$ cat config.mk
export PLATFORM = sky130hd
export DESIGN_NAME = frame_buffer_writer
export DESIGN_NICKNAME = d
export VERILOG_FILES = /design/src/rtl/frame_buffer_writer.sv
export SDC_FILE = /design/constraint.sdc
export NUM_CORES = 1
export LEC_CHECK = 0
export CAP_MARGIN = 40
export CORE_MARGIN = 5
export CORE_UTILIZATION = 42
export CTS_BUF_LIST = sky130_fd_sc_hd__clkbuf_16
export DETAILED_ROUTE_END_ITERATION = 7
export HOLD_SLACK_MARGIN = 0.06
export PLACE_DENSITY = 0.69
export SYNTH_ARGS = -nofsm -noshare
export SYNTH_HDL_FRONTEND = slang
export SYNTH_SLANG_ARGS = --single-unit
$ cat constraint.sdc
create_clock -name clk -period 2.2 [get_ports clk]
set_input_delay 0.22 -clock clk [delete_from_list [all_inputs] [get_ports clk]]
set_output_delay 0.22 -clock clk [all_outputs]
set_load 0.02 [all_outputs]
$ cat src/rtl/frame_buffer_writer.sv
// frame_buffer_writer: streams one IMG_W x IMG_H raster frame into result memory.
// Optional pixel checksum enabled by defining FBW_CHECKSUM_EN.
module frame_buffer_writer #(
    parameter int IMG_W  = 640,
    parameter int IMG_H  = 480,
    parameter int DATA_W = 8,
    parameter int ADDR_W = 19
) (
    input  logic              clk,
    input  logic              rst_n,
    input  logic              start,
    input  logic              s_valid,
    output logic              s_ready,
    input  logic [DATA_W-1:0] s_data,
    input  logic              s_last,
    input  logic              mem_busy,
    output logic              mem_we,
    output logic [ADDR_W-1:0] mem_addr,
    output logic [DATA_W-1:0] mem_wdata,
    output logic              busy,
    output logic              done,
    output logic              err,
    output logic [15:0]       checksum
);

    localparam int XW = (IMG_W > 1) ? $clog2(IMG_W) : 1;
    localparam int YW = (IMG_H > 1) ? $clog2(IMG_H) : 1;
    localparam logic [XW-1:0] X_MAX = XW'(IMG_W - 1);
    localparam logic [YW-1:0] Y_MAX = YW'(IMG_H - 1);

    typedef enum logic [1:0] {
        IDLE = 2'd0,
        RUN  = 2'd1,
        DONE = 2'd2
    } state_e;

    state_e            state_q, state_d;
    logic [XW-1:0]     x_q, x_d;
    logic [YW-1:0]     y_q, y_d;
    logic [ADDR_W-1:0] addr_q, addr_d;
    logic              mem_we_q, mem_we_d;
    logic [ADDR_W-1:0] mem_addr_q, mem_addr_d;
    logic [DATA_W-1:0] mem_wdata_q, mem_wdata_d;
    logic              err_q, err_d;
    logic              accept;
    logic              last_pix;
    logic              arm;

    assign s_ready  = (state_q == RUN) && !mem_busy;
    assign accept   = s_valid && s_ready;
    assign last_pix = (x_q == X_MAX) && (y_q == Y_MAX);
    assign arm      = start && (state_q != RUN);

    // Next-state, raster counters and registered write port.
    always_comb begin
        state_d     = state_q;
        x_d         = x_q;
        y_d         = y_q;
        addr_d      = addr_q;
        mem_we_d    = accept;
        mem_addr_d  = mem_addr_q;
        mem_wdata_d = mem_wdata_q;
        err_d       = err_q;
        unique case (state_q)
            IDLE, DONE: begin
                if (start) begin
                    state_d = RUN;
                    x_d     = '0;
                    y_d     = '0;
                    addr_d  = '0;
                    err_d   = 1'b0;
                end
            end
            RUN: begin
                if (accept) begin
                    mem_addr_d  = addr_q;
                    mem_wdata_d = s_data;
                    addr_d      = addr_q + ADDR_W'(1);
                    if (s_last != last_pix) begin
                        err_d = 1'b1;
                    end
                    if (x_q == X_MAX) begin
                        x_d = '0;
                        y_d = y_q + YW'(1);
                    end else begin
                        x_d = x_q + XW'(1);
                    end
                    if (last_pix) begin
                        state_d = DONE;
                    end
                end
            end
            default: state_d = IDLE;
        endcase
    end

    // State and datapath registers.
    always_ff @(posedge clk or negedge rst_n) begin
        if (!rst_n) begin
            state_q     <= IDLE;
            x_q         <= '0;
            y_q         <= '0;
            addr_q      <= '0;
            mem_we_q    <= 1'b0;
            mem_addr_q  <= '0;
            mem_wdata_q <= '0;
            err_q       <= 1'b0;
        end else begin
            state_q     <= state_d;
            x_q         <= x_d;
            y_q         <= y_d;
            addr_q      <= addr_d;
            mem_we_q    <= mem_we_d;
            mem_addr_q  <= mem_addr_d;
            mem_wdata_q <= mem_wdata_d;
            err_q       <= err_d;
        end
    end

`ifdef FBW_CHECKSUM_EN
    logic [15:0] sum_q, sum_d;

    // Running modulo-2^16 sum of accepted pixels, cleared when armed.
    always_comb begin
        sum_d = sum_q;
        if (arm) begin
            sum_d = '0;
        end else if (accept) begin
            sum_d = sum_q + 16'(s_data);
        end
    end

    // Checksum accumulator register.
    always_ff @(posedge clk or negedge rst_n) begin
        if (!rst_n) begin
            sum_q <= '0;
        end else begin
            sum_q <= sum_d;
        end
    end

    assign checksum = sum_q;
`else
    logic unused_arm;
    assign unused_arm = arm;
    assign checksum   = '0;
`endif

    assign mem_we    = mem_we_q;
    assign mem_addr  = mem_addr_q;
    assign mem_wdata = mem_wdata_q;
    assign busy      = (state_q == RUN);
    assign done      = (state_q == DONE);
    assign err       = err_q;

endmodule

==> flow_metrics.env <==
export IMPL_die_area_mm2=0.01001
export IMPL_core_area_mm2=0.007807
export IMPL_cpMaxStageDelayCell="clkdlybuf4s50_1"
export IMPL_crit_type="flop to primary output"
export IMPL_synthCells=367
export IMPL_async_flop_share_pct=100.0
export IMPL_wl_met2_um=3564
export IMPL_dp_slack_ps=173.9
export IMPL_cts_htree_levels=3
export IMPL_finalCritPeriodShare_pct=96.39
export IMPL_clk_latency_ps=330
export IMPL_port_buffers=45
export IMPL_crit_start="state_q[1]"
export IMPL_route_top_layer_used="met4"
export IMPL_syn2layout_area_growth_pct=25.06
export IMPL_hold_start="s_data[1]"
export IMPL_wl_um=7506
export IMPL_ant_nets=0
export IMPL_grt_max_degree=27
export IMPL_ff2ff_setup_slack_ps=320
export IMPL_tns_ps=0
export IMPL_synth_ff_type="dfrtp_1"
export IMPL_fin_skew_ps=5.089
export IMPL_drcViolationCount=0
export IMPL_synth_top_family_by_area="simple AND/OR/NAND/NOR gates"
export IMPL_antennaDiodeCount=0
export IMPL_fillers=707
export IMPL_p_int_mw=2.515
export IMPL_synth_xor_area_share_pct=2.573
export IMPL_synth_compound_area_share_pct=9.666
export IMPL_grt_pass1_vias=2683
export IMPL_nets=437
export IMPL_grt_first_pass_wirelength_um=12890
export IMPL_synth_area_mm2=0.003405
export IMPL_cp_cell_sequence="nand2b_1 > inv_1 > clkdlybuf4s50_1"
export IMPL_p_sw_mw=0.9829
export IMPL_p_leak_nw=1.919
export IMPL_io_pins=62
export IMPL_grt_ovfl_total=0
export IMPL_setup_viol_count_final=0
export IMPL_rows=32
export IMPL_reg2reg_depth=6
export IMPL_ys_warn_count=0
export IMPL_clkSlewWorstSetupHoldPaths_ps=60
export IMPL_power_frac_seq_pct=44.4
export IMPL_postCtsSetupBuffers=0
export IMPL_ir_drop_mv=0.4194
export IMPL_num_vias=2740
export IMPL_layout_setup_ws_ps=79.47
export IMPL_die_w_um=100.0
export IMPL_fin_crit_ps=2121
export IMPL_synth_simple_gate_area_share_pct=26.57
export IMPL_crit_end="busy"
export IMPL_required_ps=1980
export IMPL_status="finished, final reports clean"
export IMPL_maxSlewViolCount=0
export IMPL_synth_edff_count=0
export IMPL_hold_ws_ps=418.4
export IMPL_max_freq_ghz=0.4716
export IMPL_gp_congestion=0.8215
export IMPL_crit_path_end_kind="primary output"
export IMPL_wl_met3_um=411
export IMPL_cp_max_fo=10
export IMPL_clock_sinks=69
export IMPL_start_kind="flop"
export IMPL_root_buffer="clkbuf_16"
export IMPL_drive_gt1_share_pct=8.706
export IMPL_firstDrtPassIters=4
export IMPL_dp_cells=510
export IMPL_tightest_slew_ps=594.9
export IMPL_p_sw_share_pct=28.10
export IMPL_p_total_mw=3.498
export IMPL_synthAdderAreaFrac_pct=1.103
export IMPL_ys_seq_area_share_pct=50.72
export IMPL_max_slew_margin_rel_pct=60.34
export IMPL_cap_violations=0
export IMPL_first_iter_violations=92
export IMPL_vias_per_cell=5.199
export IMPL_ys_types=49
export IMPL_r2r_start="x_q[0]"
export IMPL_grt_usage_pct=15.90
export IMPL_muxShareOfSynthArea_pct=2.352
export IMPL_wl_per_cell_um=14.24
export IMPL_clockPowerShare_pct=41.3
export IMPL_start_util_pct=43.61
export IMPL_min_path_type="input pin to flop"
export IMPL_clk_path_buf_depth=2
export IMPL_yosys_top_cells_area="dfrtp_1 51%, nand2_1 11%, buf_4 3.5%, mux2i_1 2.4%, o21ai_0 2.1%"
export IMPL_cts_tree="yes"
export IMPL_yosysMostFrequentCell="nand2_1"
export IMPL_combPwrFrac_pct=14.3
export IMPL_max_stage_delay_ps=640
export IMPL_ys_top_cells_by_count="103 x nand2_1, 69 x dfrtp_1, 16 x buf_4, 16 x nor2_1, 14 x o21ai_0"
export IMPL_netlist_area_leader_share_pct=50.72
export IMPL_antenna_found_initial=0
export IMPL_hpwl_um=5265
export IMPL_stdcell_count=527
export IMPL_dieHeight_um=100.0
export IMPL_p_per_area_mw_per_mm2=821.5
export IMPL_ys_ff_latch=69
export IMPL_rsz0062_at_grt="no"
export IMPL_synth_area_leader_cell="dfrtp_1"
export IMPL_wl_met1_um=3407
export IMPL_hold_viol=0
export IMPL_cp_arrival_ps=1900
export IMPL_r2r_end="y_q[0]"
export IMPL_syn_avg_cell_area_um2=9.277
export IMPL_cts_buffers=9
-- logic make-up (layout without fill, tap and decap cells) --
kind of cell | count (synthesis) | after routing
adder cells (fa/ha/maj) | 3 | 3
AO/OA/AOI/OAI | 49 | 49
flip-flops | 69 | 69
AND/OR/NAND/NOR | 186 | 186
multiplexers | 8 | 8
other | 1 | 16
buffers and inverters | 41 | 84
XOR/XNOR | 10 | 10
-- final cells by class --
| type | instances | area, um^2 | share of cell area [%] |
|---|---|---|---|
| clock buffer | 9 | 225.2 | 5.289 |
| clock inverter | 7 | 75.07 | 1.763 |
| tap | 102 | 127.6 | 2.997 |
| timing repair buffer | 60 | 573.1 | 13.46 |
| multi-input combinational | 272 | 1499 | 35.20 |
| sequential | 69 | 1727 | 40.55 |
| inverter | 8 | 31.28 | 0.7346 |
-- routing by layer --
layer | global-route usage, % | vias up
met5 | 0 | -
met4 | 6.114 | 0
met3 | 4.100 | 13
met2 | 26.12 | 71
met1 | 20.18 | 1307
li1 | - | 1349
-- sequential cells by signal, summed over array words and instances (netlist names) --
name / flops
mem_addr: 19
mem_wdata: 8
y_q: 9
addr_q: 19
x_q: 10
err: 1
state_q: 2
mem_we: 1
-- placed cells by master (no fill, tap or decap), types with 2 or more instances in the layout --
master / netlist / final
a211oi_1: 2 / 2
a21oi_1: 12 / 12
a32o_1: 2 / 2
and2_1: 2 / 2
and3_1: 3 / 3
and4_1: 4 / 4
buf_4: 16 / 13
clkbuf_16: 0 / 9
clkdlybuf4s50_1: 0 / 44
clkinvlp_4: 0 / 2
conb_1: 1 / 16
dfrtp_1: 69 / 69
ha_1: 3 / 3
inv_1: 7 / 8
inv_6: 0 / 2
mux2i_1: 8 / 8
nand2_1: 103 / 103
nand2b_1: 11 / 11
nand3_1: 10 / 10
nand4_1: 9 / 9
nand4b_1: 2 / 2
nor2_1: 16 / 16
nor3_1: 4 / 4
nor4_1: 5 / 5
o211ai_1: 2 / 2
o21ai_0: 14 / 14
o31ai_1: 5 / 5
o41ai_1: 2 / 2
or3_1: 6 / 6
or4_1: 5 / 5
xnor2_1: 5 / 5
xor2_1: 5 / 5
-- repair_timing --
item                                   4_1_cts  5_1_grt
hold buffers                                 1        0
resized for setup                            0        0
setup endpoints to repair                    0        0
endpoints found under the hold margin       24        0
-- critical path, delay by kind of cell, from the launching register on --
kind | cells | cell delay [ps]
AND/OR/NAND/NOR | 1 | 260
buffers and inverters | 2 | 820
flip-flops | 1 | 490
-- how the worst min path moves through the flow --
stage / slack (ps) / to / cells past startpoint
floorplan: -80 / addr_q[0] / 0
CTS: 420 / mem_wdata[1] / 3
detailed placement: 270 / mem_addr[14] / 1
global route: 430 / mem_wdata[2] / 3
global placement: 260 / mem_addr[15] / 1
finish: 420 / mem_wdata[1] / 3
-- power by group through the flow --
stage | sequential, mW | combinational, mW | clock, mW
5_1_grt | 1.57 | 0.555 | 1.53
3_3_place_gp | 1.57 | 0.489 | 0
4_1_cts | 1.55 | 0.509 | 1.46
2_1_floorplan | 1.61 | 0.245 | 0
3_5_place_dp | 1.57 | 0.504 | 0
6_report | 1.55 | 0.501 | 1.44
-- per-stage QoR --
step / area, um^2 / utilization (%)
2_1_floorplan: 3461 / -
3_3_place_gp: 3948 / 50.56
3_5_place_dp: 3948 / 50.56
4_1_cts: 4258 / 54.54
5_1_grt: 4258 / 54.54
6_report: 4258 / 54.54
Power figures use the tool's default switching activity.
